**src/rtl/booth_mult_seq_pkg.sv**
```systemverilog
// Shared types and helpers for the iterative Booth multiplier.
package mult_pkg;

  typedef enum logic [1:0] {IDLE, RUN, FIN} state_t;

  localparam logic [1:0] BOOTH_ADD = 2'b01;
  localparam logic [1:0] BOOTH_SUB = 2'b10;

  // One guard bit lets a single signed datapath also cover unsigned operands.
  function automatic int ext_width(input int width);
    return width + 1;
  endfunction

endpackage

```
**src/rtl/booth_step.sv**
```systemverilog
// One radix-2 Booth iteration: conditional add/sub into the upper half, then
// an arithmetic right shift of the whole product register.
module booth_step
  import mult_pkg::*;
#(
  parameter int E = 33
) (
  input  logic [2*E:0] prod,
  input  logic [E-1:0] m,
  input  logic [E-1:0] m_neg,
  output logic [2*E:0] prod_next
);

  logic [E-1:0] upper;

  always_comb begin
    upper = prod[2*E:E+1];
    case (prod[1:0])
      BOOTH_ADD: upper = upper + m;
      BOOTH_SUB: upper = upper + m_neg;
      default:   upper = prod[2*E:E+1];
    endcase
    prod_next = {upper[E-1], upper, prod[E:1]};
  end

endmodule

```
**src/rtl/booth_mult_seq.sv**
```systemverilog
// Iterative radix-2 Booth multiplier, signed/unsigned, start/busy/done handshake.
// Optional BOOTH_MULT_EARLY_EXIT_EN: a zero operand skips the iterations.
module booth_mult_seq
  import mult_pkg::*;
#(
  parameter int WIDTH = 32,
  parameter int CNT_W = $clog2(WIDTH + 2)
) (
  input  logic             clock,
  input  logic             reset,
  input  logic             start,
  input  logic             signed_mode,
  input  logic [WIDTH-1:0] op_a,
  input  logic [WIDTH-1:0] op_b,
  output logic             busy,
  output logic             done,
  output logic [WIDTH-1:0] hi,
  output logic [WIDTH-1:0] lo
);

  localparam int E      = ext_width(WIDTH);
  localparam int PW     = 2 * E + 1;
  localparam int PROD_W = 2 * WIDTH;

  state_t           state, state_next;
  logic [CNT_W-1:0] count;
  logic [PW-1:0]    prod, prod_next;
  logic [E-1:0]     m, m_neg, ext_a, ext_b;
  logic             last_step, zero_op;

  assign ext_a     = signed_mode ? {op_a[WIDTH-1], op_a} : {1'b0, op_a};
  assign ext_b     = signed_mode ? {op_b[WIDTH-1], op_b} : {1'b0, op_b};
  assign m_neg     = -m;
  assign last_step = (count == CNT_W'(1));

`ifdef BOOTH_MULT_EARLY_EXIT_EN
  assign zero_op = (op_a == '0) || (op_b == '0);
`else
  assign zero_op = 1'b0;
`endif

  booth_step #(.E(E)) u_step (
    .prod      (prod),
    .m         (m),
    .m_neg     (m_neg),
    .prod_next (prod_next)
  );

  always_ff @(posedge clock) begin
    if (reset) state <= IDLE;
    else       state <= state_next;
  end

  always_comb begin
    state_next = state;
    case (state)
      IDLE:    if (start) state_next = zero_op ? FIN : RUN;
      RUN:     if (last_step) state_next = FIN;
      FIN:     state_next = IDLE;
      default: state_next = IDLE;
    endcase
  end

  always_comb begin
    busy = (state == RUN);
    done = (state == FIN);
  end

  // hi/lo are loaded only on the final step (or early exit), so they never
  // expose partial sums and an aborted run leaves them at their reset value.
  always_ff @(posedge clock) begin
    if (reset) begin
      count <= '0;
      prod  <= '0;
      m     <= '0;
      hi    <= '0;
      lo    <= '0;
    end else begin
      case (state)
        IDLE: if (start) begin
          m     <= ext_a;
          prod  <= {{E{1'b0}}, ext_b, 1'b0};
          count <= CNT_W'(E);
          if (zero_op) begin
            hi <= '0;
            lo <= '0;
          end
        end
        RUN: begin
          prod  <= prod_next;
          count <= count - CNT_W'(1);
          if (last_step) {hi, lo} <= PROD_W'(prod_next >> 1);
        end
        default: ;
      endcase
    end
  end

endmodule

```
**config.mk**
```make
export PLATFORM = sky130hd
export DESIGN_NAME = booth_mult_seq
export DESIGN_NICKNAME = d
export VERILOG_FILES = /design/src/rtl/booth_mult_seq_pkg.sv /design/src/rtl/booth_step.sv /design/src/rtl/booth_mult_seq.sv
export SDC_FILE = /design/constraint.sdc
export NUM_CORES = 1
export LEC_CHECK = 0
export ABC_AREA = 1
export CORE_MARGIN = 10
export CORE_UTILIZATION = 35
export CTS_CLUSTER_SIZE = 16
export DETAILED_ROUTE_END_ITERATION = 12
export PLACE_DENSITY = 0.54
export SETUP_SLACK_MARGIN = 0.05
export SYNTH_ARGS = -nofsm -noshare
export SYNTH_HDL_FRONTEND = slang
export SYNTH_HIERARCHICAL = 1
export SYNTH_SLANG_ARGS = --single-unit
```
**constraint.sdc**
```tcl
create_clock -name clock -period 3.9 [get_ports clock]
set_input_delay 1.17 -clock clock [delete_from_list [all_inputs] [get_ports clock]]
set_output_delay 1.17 -clock clock [all_outputs]
set_load 0.02 [all_outputs]
```
After elaboration in Yosys (flattened, before gate mapping)
Cells that the tools add are included.
Widths: inputs -> output; s select.
{ "classes": {"add_sub_neg": 4, "eq_ne": 7, "n_mux": 10, "n_reduce_logical": 6} }
{ "op_table": {"columns": ["operator", "count"], "rows": [
  ["$pmux 67 s2", 1],
  ["$mux 67", 1],
  ["$add 33x33->33", 2],
  ["$mux 33", 2],
  ["$pmux 33 s2", 1],
  ["$neg 33->33", 1],
  ["$pmux 6 s2", 1],
  ["$reduce_and 2->1", 4],
  ["$eq 6x1->1 const B", 1],
  ["$mux 6", 1],
  ["$sub 6x1->6 const B", 1],
  ["$eq 2x1->1 const B", 2],
  ["$eq 2x2->1 const B", 2],
  ["$mux 2", 2],
  ["$pmux 2 s2", 1],
  ["$logic_not 2->1", 1],
  ["$ne 2x1->1 const B", 1],
  ["$ne 2x2->1 const B", 1],
  ["$reduce_bool 2->1", 1]
]} }
{ "totals": {"ff_bits": 172, "inputBits": 68, "output_inout_bits": 66, "elab_cells": 33} }

Longest topological paths before layout
Gate-level depths: netlist (run 1).
{ "depth": {"depth_word": 4, "ltp_mapped": 24, "ltp_nobuf": 23} }

By module
The synthesis (run 1) kept the hierarchy.
{ "by_module_without_submodules": {"columns": ["mod", "instances", "cells_per_inst", "area_per_inst_um2", "seq_area_each_um2"], "rows": [
  ["booth_mult_seq", 1, 951, 7114.3, 3443.3],
  ["booth_step", 1, 702, 3544.6, 0.0]
]} }

Worst setup path before layout (run 1)
No wires, ideal clock.
{ "synth_timing": {"path_kind": "register to register", "startpoint": "register m[0]", "endpoint": "register prod[66]", "setup_time_ps": 128, "arrival_ps": 2846, "required_time_ps": 3772, "setup_slack_ps": 926, "path_stages_with_launch": 23, "path_buffers": 1, "cell_sequence": "dfxtp_1 -> inv_1 -> ha_1 -> nand2_1 -> nor2_1 -> nand2_1 -> xor2_1 -> mux2_2 -> ha_1 -> nand2_1 -> inv_1 -> nand2_1 -> nor3_1 -> nand2_1 -> nand2_2 -> nand2_1 -> nand2_1 -> nand2_1 -> nand3_1 -> nand2_1 -> buf_4 -> a22oi_1 -> nor2_1"} }
{ "synth_via": {"elab_chain_len": 4} }
{ "synth_rtl": {"columns": ["element", "line", "rtl"], "rows": [
  ["start: declaration", "booth_mult_seq.sv:28", "logic [E-1:0] m, m_neg, ext_a, ext_b;"],
  ["start signal: assignment", "booth_mult_seq.sv:81", "m <= ext_a;"],
  ["$neg 33->33", "booth_mult_seq.sv:33", "assign m_neg = -m;"],
  ["named net m_neg[10]", "booth_mult_seq.sv:28", null],
  ["$add 33x33->33", "booth_step.sv:20", "BOOTH_SUB: upper = upper + m_neg;"],
  ["$pmux 33 s2", "booth_step.sv:18", "case (prod[1:0])"],
  ["named net prod_next[65]", "booth_mult_seq.sv:27", "logic [PW-1:0] prod, prod_next;"],
  ["$pmux 67 s2", "booth_mult_seq.sv:79", "case (state)"],
  ["end signal: assignment", "booth_mult_seq.sv:82", "prod <= {{E{1'b0}}, ext_b, 1'b0};"],
  ["end signal: assignment", "booth_mult_seq.sv:90", "prod <= prod_next;"],
  ["end: declaration", "booth_mult_seq.sv:27", null]
]} }
The timed path passes the listed nets, and every way through them passes these cells.
A chain may end at the register's enable or synchronous reset.

Worst setup path in the final report (run 1)
{ "layout_timing": {"startpoint": "register m[0]", "endpoint": "register prod[61]"} }
Same word-level chain as after synthesis.

==> flow_metrics.py, run 1 <==
metrics = {
    "run_status": {
        "status": "finished, final reports clean",
    },
    "placed_design": {
        "routabilityCongestion": 0.938,
        "pre_cts_ws_ns": 0.243,
        "io_buffers": 133,
        "hpwl_um": 27400,
    },
    "sta": {
        "tightestPinTransition_ns": 0.973,
        "setup_slack_ns": 0.311,
        "fmax_mhz": 279,
        "period_needed_ns": 3.59,
        "fin_tns_setup_ns": 0,
        "clock_skew_ns": 0.0142,
        "grt_setup_unrepaired": "false",
        "max_slew_margin_pct": 35.0,
        "hold_viol": 0,
        "setup_violations": 0,
        "final_max_slew_viol_count": 0,
        "min_period_over_period_pct": 92.0,
    },
    "critical_path": {
        "crit_path_end": "prod[61]",
        "worst-r2r-cell-count": 19,
        "crit_type": "flip-flop to flip-flop",
        "cp-end-kind": "flip-flop",
        "regToRegSetupSlack_ns": 0.31,
        "cp_slowest_cell": "ha_1",
        "critPathRequiredTime_ns": 4.19,
        "path_cells": "inv_1, ha_1, nand2_1, nor2_4, nand2_1, xor2_1, mux2_2, ha_1, nand2_1, nor2_1, nand2_1, nor3_2, nand2_1, nand2_1, nand2_1, nand3_1, nand2_1, a22oi_1, nor2_1",
        "crit_path_start": "m[0]",
        "cp.arrival_ns": 3.88,
        "rr_startpoint": "m[0]",
        "timing.rr.end": "prod[61]",
        "worstPathMaxFanout": 4,
        "cpPeakStageDelay_ns": 0.36,
        "critPathLaunchType": "flip-flop",
        "crit_path_frequent_cell": "nand2_1",
    },
    "floorplanning": {
        "die_h_um": 195,
        "die_w_um": 195,
        "initial_core_util_pct": 35.7,
        "num_io_pins": 134,
        "die_area_sq_um": 37800,
        "core_area_sq_um": 29900,
        "core.rowCount": 63,
    },
    "global_routing": {
        "grt_pass1_vias": 10240,
        "antenna_found_initial": 0,
        "grt_overflow_total": 0,
        "grt_max_degree": 82,
        "track_usage_pct": 19.0,
        "grt_pass1_wl_um": 58700,
    },
    "logic_synthesis": {
        "synth_nets": 1758,
        "synthTopCellsByArea": "dfxtp_1 32%, nand2_1 19%, nor2_1 6.3%",
        "synth_flop_cell": "dfxtp_1",
        "yosysTopAreaCell": "dfxtp_1",
        "synthTopCellsByCount": "543 x nand2_1, 178 x nor2_1, 172 x dfxtp_1, 171 x inv_1, 103 x a21oi_1",
        "postSynthCellCount": 1653,
        "syn_area_sq_um": 10700,
        "yosysWarnings": 6,
        "async_flop_share_pct": 0,
        "avgSynthCellArea_sq_um": 6.45,
        "synth_seq_cells": 172,
        "yosysSeqAreaShare_pct": 32.3,
        "synth_most_common_cell": "nand2_1",
        "synth-edff-count": 0,
        "post_synth_num_cell_types": 35,
        "synth_top_area_share_pct": 32.3,
    },
    "clocking": {
        "cts_buffers": 17,
        "clk_latency_ns": 0.45,
        "h-tree-depth": 4,
        "clkSinkCount": 172,
        "cts_max_path_buffers": 2,
        "clk_pin_slew_ns": 0.07,
        "ctsRootBufferMaster": "clkbuf_16",
        "holdBufCountCts": 0,
        "cts_tree": "done",
    },
    "routing": {
        "via_per_inst": 4.95,
        "firstDrtPassIters": 5,
        "vias": 10467,
        "wl_per_cell_um": 17.3,
        "drtIter0Drc": 682,
        "wirelength_um": 36700,
        "drtAntennaViolNets": 0,
        "drc_errors": 0,
    },
    "layout": {
        "utilization_pct": 42.0,
        "area_growth_pct": 17.8,
        "insertedDiodeCount": 0,
        "drive_above_1_share_pct": 5.97,
        "final_nets": 1819,
    },
    "run": {
        "cap_violations": 0,
    },
    "pwr": {
        "p_per_area_nw_per_um2": 362,
        "total_power_mw": 4.54,
        "ir_worst_vdd_uv": 312,
        "leakagePower_nw": 5.51,
    },
    "min_path": {
        "hp-start": "hi[7]",
        "hold_class": "flip-flop to flip-flop",
    },
}
==> registers in the layout, indices dropped and copies added, names as in the netlist <==
name and flops:
hi 32, m 33, lo 32, state 2, count 6, prod 67
==> cells in the final DEF, fill, tap and decap left out, types with 31 or more instances in the layout <==
master             n
nand2_1          543
nor2_1           174
dfxtp_1          172
inv_1            170
clkdlybuf4s50_1  132
a21oi_1          103
nand3_1          101
a22oi_1           56
o21ai_0           51
ha_1              36
mux2_2            31
==> where the power goes <==
group,total [mW],switching [mW],internal [mW]
Sequential,1.92,0.0934,1.83
Combinational,0.984,0.636,0.349
Clock,1.63,0.797,0.837
==> routing by layer <==
metal	share of wire [%]	track usage [%]	up-vias	wire length [um]
met2	46	31.2	261	16800
met5	0	0	-	0
met1	46	24.0	4802	16800
met3	6.8	5.44	31	2500
li1	-	-	5373	-
met4	1.7	4.66	0	625
==> how the worst min path moves through the flow <==
stage,end,slack (ns),cells after the start
2_1_floorplan,prod[10],0.44,2
3_3_place_gp,hi[18],0.45,2
3_5_place_dp,hi[18],0.45,2
4_1_cts,hi[18],0.46,2
5_1_grt,hi[7],0.48,2
6_report,hi[7],0.46,2
==> through the flow <==
stage               hold WS (ns)  instances  instance area [sq um]
floorplan                  0.444       1653                  10700
global placement           0.451       2085                  12000
detailed placement         0.453       2085                  12000
CTS                        0.465       2115                  12500
global route               0.477       2115                  12600
finish                     0.463       2115                  12600
==> cells by family (layout without fill, tap and decap cells) <==
kind of cell               count (synthesis)  after routing  synth area share (%)
and+or+nand+nor                          860            860                  32.9
buffers and inverters                    278            350                  11.7
AOI/OAI and AO/OA                        249            249                  13.2
DFF                                      172            172                  32.3
adders and majority gates                 37             37                  4.41
muxes                                     31             31                  3.27
xor gates and xnor gates                  26             26                  2.14
==> repair_timing <==
action / CTS / global route
buffers inserted: 0 / 0
endpoints found under the setup margin: 0 / 29
gates resized for setup: 0 / 5
==> worst max-delay path: cells and delay by family, from the launching register on <==
kind	cells	cell delay [ns]
DFF	1	0.32
xor gates and xnor gates	1	0.17
and+or+nand+nor	13	1.75
AOI/OAI and AO/OA	1	0.19
muxes	1	0.33
buffers and inverters	1	0.11
adders and majority gates	2	0.56
==> final cells by class <==
cell class | count | area [sq um]
clock buffers | 19 | 443
well taps | 390 | 488
repair buffers | 146 | 1440
inverters | 174 | 653
multi-input cells | 1203 | 6000
flip-flops and latches | 172 | 3440
clock inverters | 11 | 88.8
fillers | 3221 | 17300
(Power assumes the default switching activity.)
==> inputs of run 2 (changes only) <==
--- a/config.mk
+++ b/config.mk
@@ -10,7 +10,8 @@
 export CORE_UTILIZATION = 35
 export CTS_CLUSTER_SIZE = 16
 export DETAILED_ROUTE_END_ITERATION = 12
-export PLACE_DENSITY = 0.54
+export DONT_BUFFER_PORTS = 1
+export PLACE_DENSITY = 0.48
 export SETUP_SLACK_MARGIN = 0.05
 export SYNTH_ARGS = -nofsm -noshare
 export SYNTH_HDL_FRONTEND = slang
==> run 2 against run 1 <==
Total power is 1.0% higher. Sequential cell count stayed put. Via count is 5.1% lower. Sequential power hardly changed. Sequential share of layout area is 3.1 points higher. Worst hold slack better by 0.015 ns. Register-to-register slack better by 0.10 ns.
==> flow_metrics.py, run 2 (synthesized netlist as in run 1, its figures left out) <==
metrics = {
    "sta": {
        "fmax_mhz": 287,
        "fin_tns_setup_ns": 0,
        "max_slew_margin_pct": 31.0,
        "clock_skew_ns": 0.00977,
        "final_max_slew_viol_count": 0,
        "holdWs_ns": 0.477,
        "grt_setup_unrepaired": "false",
        "hold_viol": 0,
        "period_needed_ns": 3.49,
        "tightestPinTransition_ns": 1.03,
        "min_period_over_period_pct": 89.4,
        "setup_violations": 0,
    },
    "clocking": {
        "clkSinkCount": 172,
        "ctsRootBufferMaster": "clkbuf_16",
        "holdBufCountCts": 0,
        "clk_pin_slew_ns": 0.07,
        "cts_max_path_buffers": 2,
        "cts_setup_buffers": 0,
        "h-tree-depth": 4,
        "clk_latency_ns": 0.44,
        "cts_tree": "done",
        "cts_buffers": 17,
    },
    "pwr": {
        "total_power_mw": 4.59,
        "clkPwrFrac_pct": 38.7,
        "p_int_mw": 3.10,
        "p_per_area_nw_per_um2": 407,
        "leakagePower_nw": 5.06,
        "combPwrFrac_pct": 19.2,
        "swShare_pct": 32.6,
        "ir_worst_vdd_uv": 248,
        "power_frac_seq_pct": 42.1,
        "switchingPower_mw": 1.49,
    },
    "critical_path": {
        "timing.rr.end": "hi[28]",
        "crit_type": "flip-flop to flip-flop",
        "critPathRequiredTime_ns": 4.26,
        "crit_path_start": "prod[1]",
        "path_cells": "ha_1, buf_12, mux2_2, ha_1, nand2_1, nor2_1, inv_1, nor3_2, nand2_1, nand3_1, nand3_1, nand2_1, nand3_1, a21oi_1",
        "worst-r2r-cell-count": 14,
        "regToRegSetupSlack_ns": 0.41,
        "path_buf_inv": 2,
        "cpPeakStageDelay_ns": 0.53,
        "critPathLaunchType": "flip-flop",
        "worstPathMaxFanout": 26,
        "rr_startpoint": "prod[1]",
        "path_delay_family": "simple AND/OR/NAND/NOR gates",
        "cp.arrival_ns": 3.85,
        "cp-end-kind": "flip-flop",
        "cp_slowest_cell": "ha_1",
    },
    "layout": {
        "final_cell_area_sq_um": 11300,
        "top_register": "prod",
        "drive_above_1_share_pct": 6.40,
        "utilization_pct": 37.8,
        "final_nets": 1686,
        "largest_reg_flops": 67,
        "top_regs": "prod x67, m x33",
        "area_growth_pct": 5.93,
        "layout_common_cells": "543 x nand2_1, 176 x nor2_1, 172 x dfxtp_1, 170 x inv_1, 103 x a21oi_1",
        "final_common_cell": "nand2_1",
        "insertedDiodeCount": 0,
    },
    "min_path": {
        "min_path_cells": 2,
        "holdPathEnd": "lo[28]",
        "hold_class": "flip-flop to flip-flop",
        "hp-start": "prod[30]",
    },
    "floorplanning": {
        "core_area_sq_um": 29900,
        "die_area_sq_um": 37800,
        "core.rowCount": 63,
        "die_w_um": 195,
        "num_io_pins": 134,
        "die_h_um": 195,
        "initial_core_util_pct": 35.7,
    },
    "global_routing": {
        "antenna_found_initial": 0,
        "grt_pass1_vias": 9639,
        "grt_max_degree": 103,
        "grt_overflow_total": 0,
        "track_usage_pct": 18.7,
        "grt_pass1_wl_um": 56900,
    },
    "run_status": {
        "status": "finished, final reports clean",
    },
    "routing": {
        "wirelength_um": 36100,
        "drtAntennaViolNets": 0,
        "wl_per_cell_um": 18.2,
        "vias": 9933,
        "firstDrtPassIters": 5,
        "via_per_inst": 5.01,
        "drtIter0Drc": 642,
        "drc_errors": 0,
    },
    "run": {
        "cap_violations": 0,
    },
    "placed_design": {
        "hpwl_um": 27400,
        "io_buffers": 0,
        "placed_area_sq_um": 10700,
        "routabilityCongestion": 0.965,
    },
}
## run 2: changes by cell type in the layout (fill, tap and decap cells not counted), sizes merged
| cell | previous run | this run |
|---|---|---|
| inv | 178 | 182 |
| clkdlybuf4s50 | 132 | 0 |
| clkinv | 6 | 2 |
| bufinv | 0 | 2 |
| buf | 14 | 13 |
## run 2: layer usage
layer	vias to the layer above	global-route usage [%]	share of wire, %	wire (um)
li1	5106	-	-	-
met1	4584	24.2	46	16700
met2	220	30.0	45	16300
met3	23	5.06	7.1	2580
met4	0	4.43	1.4	513
met5	-	0	0	0
## run 2: worst max path at each step
stage | end | slack, ns | cells after the start
2_1_floorplan | prod[66] | 0.93 | 22
3_3_place_gp | hi[28] | 0.39 | 18
5_1_grt | hi[29] | 0.05 | 20
3_5_place_dp | hi[28] | 0.39 | 19
4_1_cts | hi[28] | 0.37 | 19
6_report | hi[28] | 0.41 | 14
## run 2: cell type report
cell class / count / area (sq um)
multi-input cells: 1203 / 5990
flip-flops and latches: 172 / 3440
well taps: 390 / 488
clock inverters: 13 / 153
repair buffers: 13 / 123
clock buffers: 19 / 443
fillers: 3250 / 18600
inverters: 174 / 653
## run 2: repair_timing
item / CTS / global route
resized for setup: 0 / 2
hold endpoints to repair: 0 / 0
setup endpoints to repair: 0 / 6
## run 2: worst register-to-register path: stages, from the launching register on
cell and delay (ns):
dfxtp_1 0.36, ha_1 0.53, buf_12 0.27, mux2_2 0.40, ha_1 0.44, nand2_1 0.19, nor2_1 0.25, inv_1 0.11
nor3_2 0.17, nand2_1 0.09, nand3_1 0.09, nand3_1 0.08, nand2_1 0.17, nand3_1 0.12, a21oi_1 0.18
## run 2: power groups by stage
stage          clock network, mW  logic [mW]  registers [mW]
4_1_cts                     1.83       0.879            1.93
5_1_grt                     1.89       0.989            1.94
6_report                    1.78       0.880            1.93
3_5_place_dp                   0       0.875            1.97
2_1_floorplan                  0       0.706            1.93
3_3_place_gp                   0       0.876            1.97
## run 2: through the flow
stage / instances / setup slack [ns]
2_1_floorplan: 1653 / 0.926
3_3_place_gp: 1952 / 0.391
3_5_place_dp: 1952 / 0.395
4_1_cts: 1984 / 0.368
5_1_grt: 1984 / 0.0512
6_report: 1984 / 0.412
==> inputs of run 3 (changes only) <==
--- a/config.mk
+++ b/config.mk
@@ -6,6 +6,7 @@
 export NUM_CORES = 1
 export LEC_CHECK = 0
 export ABC_AREA = 1
+export CORE_ASPECT_RATIO = 1.5
 export CORE_MARGIN = 10
 export CORE_UTILIZATION = 35
 export CTS_CLUSTER_SIZE = 16
==> run 3 against run 2 <==
Die area up 0.38%. Core utilization is 0.20 points lower. Sequential cell count stayed put. Combinational power about the same. Count of clock-buffer cells in the layout up 2.
==> flow_metrics.py, run 3 (synthesized netlist as in run 1, its figures left out) <==
metrics = {
    "layout": {
        "top_register": "prod",
        "final_nets": 1686,
        "utilization_pct": 37.6,
        "final_common_cell": "nand2_1",
        "seq_area_sq_um": 3440,
        "layout_common_cells": "541 x nand2_1, 174 x nor2_1, 172 x dfxtp_1, 170 x inv_1, 103 x a21oi_1",
        "multi_input_area_sq_um": 6010,
        "largest_reg_flops": 67,
        "top_regs": "prod x67, m x33",
        "final_cell_area_sq_um": 11300,
        "fill_cells": 3357,
        "area_growth_pct": 6.35,
        "drive_above_1_share_pct": 6.65,
        "insertedDiodeCount": 0,
    },
    "routing": {
        "via_per_inst": 5.01,
        "vias": 9984,
        "drc_errors": 0,
        "drtIter0Drc": 507,
        "firstDrtPassIters": 4,
        "wl_per_cell_um": 18.3,
        "drtAntennaViolNets": 0,
        "wirelength_um": 36400,
    },
    "pwr": {
        "clkPwrFrac_pct": 39.4,
        "leakagePower_nw": 5.06,
        "p_int_mw": 3.17,
        "swShare_pct": 31.8,
        "ir_worst_vdd_uv": 349,
        "combPwrFrac_pct": 18.9,
        "power_frac_seq_pct": 41.6,
        "p_per_area_nw_per_um2": 410,
        "switchingPower_mw": 1.48,
    },
    "clocking": {
        "cts_buffers": 17,
        "cts_tree": "done",
        "holdBufCountCts": 0,
        "clk_latency_ns": 0.45,
        "ctsRootBufferMaster": "clkbuf_16",
        "clkSinkCount": 172,
        "h-tree-depth": 4,
        "clk_pin_slew_ns": 0.07,
        "cts_setup_buffers": 0,
        "cts_max_path_buffers": 2,
    },
    "floorplanning": {
        "core.rowCount": 78,
        "die_w_um": 162,
        "num_io_pins": 134,
        "die_h_um": 234,
        "die_area_sq_um": 38000,
        "core_area_sq_um": 30200,
        "initial_core_util_pct": 35.3,
    },
    "global_routing": {
        "grt_pass1_wl_um": 56600,
        "antenna_found_initial": 0,
        "track_usage_pct": 19.1,
        "grt_pass1_vias": 9849,
        "grt_overflow_total": 0,
        "grt_max_degree": 103,
    },
    "critical_path": {
        "critPathRequiredTime_ns": 4.27,
        "cp-end-kind": "flip-flop",
        "cp.arrival_ns": 3.91,
        "worst-r2r-cell-count": 20,
        "crit_type": "flip-flop to flip-flop",
        "timing.rr.end": "hi[22]",
        "critPathLaunchType": "flip-flop",
        "rr_startpoint": "m[11]",
        "crit_path_end": "hi[22]",
        "crit_path_start": "m[11]",
        "regToRegSetupSlack_ns": 0.36,
        "worstPathMaxFanout": 5,
    },
    "sta": {
        "fin_tns_setup_ns": 0,
        "max_slew_margin_pct": 33.7,
        "final_max_slew_viol_count": 0,
        "setup_violations": 0,
        "fmax_mhz": 283,
        "hold_viol": 0,
        "grt_setup_unrepaired": "false",
        "period_needed_ns": 3.54,
        "clock_skew_ns": 0.0138,
        "tightestPinTransition_ns": 0.994,
        "min_period_over_period_pct": 90.8,
    },
    "run": {
        "cap_violations": 0,
    },
    "placed_design": {
        "routabilityCongestion": 0.940,
        "placed_area_sq_um": 10700,
        "io_buffers": 0,
        "hpwl_um": 28000,
    },
    "min_path": {
        "hold_class": "flip-flop to flip-flop",
    },
    "run_status": {
        "status": "finished, final reports clean",
    },
}
[run 3: cell types whose count changed in the layout (fill, tap and decap cells not counted), sizes merged]
cell      previous run  this run
clkinv               2         1
clkbuf              19        21
inv                182       178
clkinvlp             1         3
bufinv               2         3
[run 3: layer usage]
layer  GRT usage, %  up-vias  part of all wire (%)
met1           20.7     4607                    40
met5              0        -                     0
li1               -     5118                     -
met3           5.13       41                   5.8
met4           6.76        0                   2.7
met2           34.8      218                    52
[run 3: area by class of cell]
class,instances,share of cell area (%)
multi-input combinational,1203,53.0
sequential,172,30.4
inverter,174,5.76
tap,400,4.42
clock buffer,21,4.06
clock inverter,11,1.39
timing repair buffer,13,0.971
[run 3: power by group through the flow]
stage	clock, mW	sequential (mW)	combinational (mW)
after global placement	0	1.97	0.871
after global routing	1.94	1.94	0.992
after floorplan	0	1.93	0.706
final	1.83	1.93	0.880
after CTS	1.88	1.93	0.880
after detailed placement	0	1.97	0.877
[run 3: critical path, stage by stage, from the launching register on]
cell	delay, ns
dfxtp_1	0.39
nor2_1	0.21
nand2_1	0.13
nor2_1	0.21
nand2_1	0.17
xor2_1	0.17
mux2_2	0.32
ha_1	0.35
nand2_1	0.13
inv_1	0.07
nand2_1	0.08
inv_1	0.10
a21oi_1	0.19
nand2_2	0.13
nand2_1	0.12
nand2_1	0.06
nand2_1	0.06
nand3_1	0.11
nand2_1	0.20
nand3_1	0.11
a21oi_1	0.17
[run 3: repair_timing]
item / CTS / global route
setup endpoints to repair: 0 / 20
hold endpoints to repair: 0 / 0
gates resized for setup: 0 / 9
[run 3: worst min path at each step]
stage | endpoint | cells past startpoint | slack [ns] | startpoint
after floorplan | prod[10] | 2 | 0.44 | prod[10]
after global placement | lo[14] | 2 | 0.46 | prod[16]
after detailed placement | lo[28] | 2 | 0.47 | prod[30]
after CTS | lo[28] | 2 | 0.48 | prod[30]
after global routing | lo[10] | 2 | 0.50 | prod[12]
final | lo[16] | 2 | 0.48 | prod[18]
[run 3: through the flow]
step | setup slack, ns | cells | power (mW) | hold WS [ns]
floorplan | 0.926 | 1653 | 2.63 | 0.444
global placement | 0.141 | 1962 | 2.84 | 0.462
detailed placement | 0.131 | 1962 | 2.85 | 0.470
CTS | 0.110 | 1994 | 4.70 | 0.480
global route | 0.0730 | 1994 | 4.88 | 0.497
finish | 0.360 | 1994 | 4.64 | 0.478
